$ cat src/rtl/cci_mpf_shim_tx_issue_sched.sv
// Issue scheduler: drains the c0 read and c1 write FIFOs into one registered request
// stream. It arbitrates round-robin with a bounded c1 burst and uses almost-full slack credits.
module cci_mpf_shim_tx_issue_sched #(
  parameter int C0_BITS      = 64,
  parameter int C1_BITS      = 600,
  parameter int SLACK        = 4,
  parameter int MAX_C1_BURST = 4
) (
  input  logic               clk,
  input  logic               reset,
  input  logic               c0_not_empty,
  input  logic [C0_BITS-1:0] c0_first,
  output logic               deq_c0,
  input  logic               c1_not_empty,
  input  logic [C1_BITS-1:0] c1_first,
  output logic               deq_c1,
  input  logic               dn_almost_full,
  output logic               out_valid,
  output logic               out_is_c1,
  output logic [C0_BITS-1:0] out_c0,
  output logic [C1_BITS-1:0] out_c1,
  output logic [2:0]         credits
);
  localparam logic [2:0] SLACK_C = 3'(SLACK);
  localparam logic [3:0] MAX_B   = 4'(MAX_C1_BURST);

  typedef enum logic [1:0] {RUN, THROTTLE, BLOCKED} state_e;

  state_e             state_q, state_d;
  logic [2:0]         credits_q, credits_d;
  logic               rr_last_q, rr_last_d;   // 1 = c1 granted last
  logic [3:0]         burst_q, burst_d;
  logic               out_valid_q, out_is_c1_q;
  logic [C0_BITS-1:0] out_c0_q;
  logic [C1_BITS-1:0] out_c1_q;
  logic               issue_en, gnt0, gnt1, gnt;

  always_ff @(posedge clk or posedge reset) begin
    if (reset) state_q <= RUN;
    else       state_q <= state_d;
  end

  // The state follows the credit count that will exist after this edge.
  always_comb begin
    state_d = state_q;
    if (!dn_almost_full)      state_d = RUN;
    else if (credits_d != '0) state_d = THROTTLE;
    else                      state_d = BLOCKED;
  end

  always_comb begin
    issue_en = (!dn_almost_full || credits_q != '0) &&
               !(state_q == BLOCKED && dn_almost_full);
  end

  always_comb begin
    gnt0 = 1'b0;
    gnt1 = 1'b0;
    if (issue_en && !reset) begin
      if (c0_not_empty && c1_not_empty) begin
        if (burst_q == MAX_B || rr_last_q) gnt0 = 1'b1;
        else                               gnt1 = 1'b1;
      end else begin
        gnt0 = c0_not_empty;
        gnt1 = c1_not_empty;
      end
    end
    gnt = gnt0 | gnt1;
  end

  always_comb begin
    credits_d = credits_q;
    if (!dn_almost_full)              credits_d = SLACK_C;
    else if (gnt && credits_q != '0)  credits_d = credits_q - 3'd1;

    rr_last_d = gnt ? gnt1 : rr_last_q;

    burst_d = burst_q;
    if (gnt0)      burst_d = '0;
    else if (gnt1) burst_d = (burst_q == MAX_B) ? MAX_B : burst_q + 4'd1;
  end

  always_ff @(posedge clk or posedge reset) begin
    if (reset) begin
      credits_q <= SLACK_C;
      rr_last_q <= 1'b1;
      burst_q   <= '0;
    end else begin
      credits_q <= credits_d;
      rr_last_q <= rr_last_d;
      burst_q   <= burst_d;
    end
  end

  // Only the granted channel's payload register loads; the other holds.
  always_ff @(posedge clk or posedge reset) begin
    if (reset) begin
      out_valid_q <= 1'b0;
      out_is_c1_q <= 1'b0;
      out_c0_q    <= '0;
      out_c1_q    <= '0;
    end else begin
      out_valid_q <= gnt;
      if (gnt)  out_is_c1_q <= gnt1;
      if (gnt0) out_c0_q    <= c0_first;
      if (gnt1) out_c1_q    <= c1_first;
    end
  end

  assign deq_c0    = gnt0;
  assign deq_c1    = gnt1;
  assign out_valid = out_valid_q;
  assign out_is_c1 = out_is_c1_q;
  assign out_c0    = out_c0_q;
  assign out_c1    = out_c1_q;
  assign credits   = credits_q;
endmodule

$ cat config.mk
export PLATFORM = sky130hd
export DESIGN_NAME = cci_mpf_shim_tx_issue_sched
export DESIGN_NICKNAME = d
export VERILOG_FILES = /design/src/rtl/cci_mpf_shim_tx_issue_sched.sv
export SDC_FILE = /design/constraint.sdc
export NUM_CORES = 2
export LEC_CHECK = 0
export ABC_CLOCK_PERIOD_IN_PS = 28800
export BUFFER_PORTS_ARGS = -buffer_cell sky130_fd_sc_hd__buf_2
export CAP_MARGIN = 0
export CORE_AREA = 2 2 518 520
export CTS_CLUSTER_DIAMETER = 150
export DETAILED_ROUTE_END_ITERATION = 6
export DIE_AREA = 0 0 520 522
export SLEW_MARGIN = 20
export SYNTH_ARGS = -nofsm -noshare
export SYNTH_HDL_FRONTEND = slang
export SYNTH_SLANG_ARGS = --single-unit
$ cat constraint.sdc
create_clock -name clk -period 28.8 [get_ports clk]
set_input_delay 2.88 -clock clk [delete_from_list [all_inputs] [get_ports clk]]
set_output_delay 2.88 -clock clk [all_outputs]
set_load 0.02 [all_outputs]
### After elaboration in Yosys (flattened, before gate mapping)

Cells that the tools add are included.

| storage, ports and cells | value |
|---|---|
| word-level logic and storage cells | 39 |
| input bits | 669 |
| RAM bits | 0 |
| output and inout port bits | 671 |
| memories | 0 |
| bits in latches | 0 |
| bits in read-only memories | 0 |
| bits in registers | 676 |

| operators by class | value |
|---|---|
| reductions and logical operators | 13 |
| multipliers | 0 |
| order comparisons | 0 |
| shift operators | 0 |
| equal/unequal tests | 2 |
| multiplexer cells | 13 |
| div/mod/pow operators | 0 |
| $add $sub $neg | 2 |
| bitwise logic cells | 1 |

Operators with widths:

| kind | number |
|---|---|
| $mux W4 | 3 |
| $mux W1 | 6 |
| $mux W3 | 2 |
| $reduce_bool A3 Y1 | 2 |
| $logic_and A1 B1 Y1 | 5 |
| $add A4 B1 Y4 const B | 1 |
| $eq A4 B3 Y1 const B | 1 |
| $mux W2 | 2 |
| $logic_not A1 Y1 | 3 |
| $sub A3 B1 Y3 const B | 1 |
| $eq A2 B2 Y1 const B | 1 |
| $logic_or A1 B1 Y1 | 2 |
| $reduce_bool A2 Y1 | 1 |
| $or A1 B1 Y1 | 1 |

### Logic depth before layout (Yosys ltp)

| logic depth | value |
|---|---|
| depth in word-level cells | 13 |
| gate-level depth with buffers | 9 |
| gate-level depth less buffers | 7 |

### Worst setup path before layout

OpenSTA, ideal clock, no wires.

| path | value |
|---|---|
| kind | input port to output port |
| start | input port reset |
| end | output port deq_c1 |
| setup slack | 7012 ps |
| required time | 25920 ps |
| arrival | 18908 ps |
| stages on the path | 5 |
| path buffers | 2 |
| path through | inv_1 -> nand3_4 -> inv_8 -> buf_12 -> buf_8 |

| between the ends | value |
|---|---|
| cells in the longest elaborated chain, start to end | 3 |

RTL lines:

| element | RTL line | text |
|---|---|---|
| start: declaration | 10 | `input logic reset,` |
| $logic_not A1 Y1 (no line) | -- |  |
| $logic_and A1 B1 Y1 | 59 | `if (issue_en && !reset) begin` |
| $mux W1 | 59 |  |
| end: declaration | 16 | `output logic deq_c1,` |

Every way passes these cells.

### Final worst setup path

Same ends and word-level chain as after synthesis.

==> flow_summary.yaml <==
critical_path:
  timing.rr.end: "out_c1[13]$_DFFE_PP0P_"
  cp.buffers_inverters: 4
  cp_top_family: "buffers and inverters"
  r2r_start: "credits[0]$_DFF_PP0_"
  slowest_stage: "inv_8"
  max_stage_delay_ns: 0.60
  worstSetupPathType: "in2out"
  crit_chain: "buf_2 -> inv_8 -> nand3_4 -> clkinv_16 -> buf_2"
  start_kind: "input pin"
  end_kind: "primary output"
  reg2reg_slack_ns: 23.37
  cpMostUsedCell: "buf_2"
  rr_worst_depth: 11
  crit_fanout: 114
  worstPathArrival_ns: 4.82
  cp.required_ns: 25.92
sta:
  fmax_ghz: 0.130
  clock_skew_ns: 0.0361
  fin_crit_sh_pct: 26.7
  tns_ns: 0
  worst_pin_slew_ns: 1.17
  period_minus_slack_ns: 7.70
  slew_viol_final: 0
  setup_viol: 0
  finalWorstSetupSlack_ns: 21.10
  rsz0062_at_grt: "no"
  max_slew_margin_pct: 21.9
  hold_violations: 0
detailed_routing:
  drtAntennaViolNets: 0
  drt_iter0_drc: 1328
  dr_wl_met2_um: 72100
  wl_um: 176000
  met3_length_um: 30900
  wl_per_cell_um: 27.0
  route.detailed.drc: 296
  wl_met1_um: 65800
  top_layer: "met5"
  dr_total_vias: 19376
  viasPerCell: 2.98
  drtPass1Iterations: 7
yosys:
  synth_area_leaders: "dfrtp_1, mux2_4, buf_12"
  synth-seq-area-share_pct: 59.7
  syn_nets: 2149
  synth-edff-count: 0
  synth.distinct_cells: 42
  synthesis.area_sq_mm: 0.0283
  synth.top_cell.area_share_pct: 59.5
  yosys.area.top_type: "dfrtp_1"
  synth_most_common_cell: "dfrtp_1"
  async_flop_share_pct: 100
  synth-seq-cells: 676
  ys.flop_type: "dfrtp_1"
  yosysWarnings: 0
  postSynthAreaPerCell_sq_um: 19.2
  synthTopCellsByCount: "dfrtp_1, mux2_4, mux2_2, buf_12, inv_1"
  synth_cells: 1476
power:
  ir_drop_v: 0.0000582
  powerDensity_mw_per_mm2: 108
  p_leak_nw: 19.5
finish:
  layout.nets: 3532
  layout-drive-gt1-share_pct: 74.6
  fillCellCount: 29547
  syn2layout_area_growth_pct: 46.4
cts:
  clockBufferDepth: 4
  worst_skew_pair.late_latency_ns: 0.78
  cts_setup_buffers: 0
  cts_max_level: 3
  clk_pin_slew_worst_paths_ns: 0.05
  cts_root_buf: "clkbuf_16"
  clock-sinks: 676
  cts_tree: "built"
  cts_resized: 0
  cts_hold_buffers: 0
  cts_made_buffers: 92
min_path:
  whs_path_depth: 1
  hp-start: "out_c1[3]$_DFFE_PP0P_"
  hold_path_end: "out_c1[3]$_DFFE_PP0P_"
  worst_hold_path_type: "reg2reg"
placement:
  dpl.hpwl_um: 151000
  pre_cts_slack_ns: 20.51
  place_congestion: 0.962
  io_buffers: 1339
grt:
  grt_max_degree: 116
  gr-usage-all-layers_pct: 12.4
  grt_pass1_vias: 20423
  antenna_found_initial: 102
  grt_overflow: 0
  grt_pass1_wl_um: 220000
die:
  core_sq_mm: 0.266
  die_x_um: 520
  std_cell_rows: 190
  die_y_um: 522
  io_pins: 1340
  initial_utilization_pct: 10.6
  die_area_sq_mm: 0.271
status:
  violations: "design-rule violations"
  outcome: "finished, violations left"
run:
  drv_cap: 0
==> report_power, final <==
part	switching, mW	internal [mW]
Clock	0.473	0.711
Combinational	1.12	0.672
Sequential	0.208	1.27
Total	1.80	2.66
==> cell families after synthesis <==
family / after synthesis / share of synthesized area [%]
XOR/XNOR: 1 / 0.0309
buffers and inverters: 82 / 4.92
AO/OA/AOI/OAI: 18 / 0.481
multiplexers: 666 / 34.0
AND/OR/NAND/NOR: 29 / 0.733
adder cells (fa/ha/maj): 4 / 0.177
flip-flops: 676 / 59.7
==> layer usage <==
metal,vias up,track usage [%]
met1,9680,13.8
met3,334,9.43
met5,-,0.281
li1,8064,-
met4,30,4.22
met2,1268,17.9
==> cell usage in the layout, fill, tap and decap left out, types with 3 or more instances in the layout <==
cell type | netlist | routed
inv_8 | 1 | 5
inv_1 | 8 | 7
buf_2 | 0 | 1339
dfrtp_1 | 674 | 674
inv_6 | 0 | 5
nand2_1 | 5 | 5
buf_4 | 3 | 21
diode_2 | 0 | 21
a21oi_1 | 3 | 3
clkinv_2 | 0 | 16
ha_1 | 4 | 4
clkbuf_16 | 0 | 93
bufinv_16 | 0 | 9
and3_1 | 3 | 3
mux2_4 | 567 | 567
clkbuf_8 | 0 | 13
mux2_2 | 97 | 97
clkbuf_1 | 0 | 18
==> metrics by stage <==
step	power [mW]	instance area [sq um]	hold WS [ns]	util, %	instances
3_3_place_gp	3.30	38400	0.488	14.4	6317
2_1_floorplan	2.42	28300	0.473	-	1476
3_5_place_dp	3.31	38400	0.486	14.4	6317
6_report	4.46	41500	0.499	15.6	6502
4_1_cts	4.54	41400	0.503	15.5	6481
5_1_grt	4.68	41500	0.511	15.6	6494
==> state kept, by name (all words and copies together) (netlist names) <==
signal,flops
burst_q,4
out_c0,64
out_is_c1,1
out_c1,600
out_valid,1
rr_last_q,1
credits,3
state_q,2
==> how the worst max path moves through the flow <==
stage,cells after the start,startpoint,end,slack [ns]
global route,5,reset,deq_c1,20.88
finish,5,reset,deq_c1,21.10
global placement,9,reset,out_c1[31]$_DFFE_PP0P_,20.66
CTS,5,reset,deq_c1,21.01
floorplan,1,reset,burst_q[0]$_DFFE_PP0N_,6.85
detailed placement,9,reset,out_c1[21]$_DFFE_PP0P_,20.51
==> layout make-up <==
class	instances	area (sq um)	share of cell area (%)
multi-input combinational	718	10000	24.2
tap	3552	4440	10.7
sequential	676	16900	40.8
inverter	9	67.6	0.163
clock buffer	124	2570	6.20
timing repair buffer	1362	6900	16.6
antenna	21	52.6	0.127
clock inverter	40	504	1.22
Note: power is estimated with default switching activity, not from simulation.
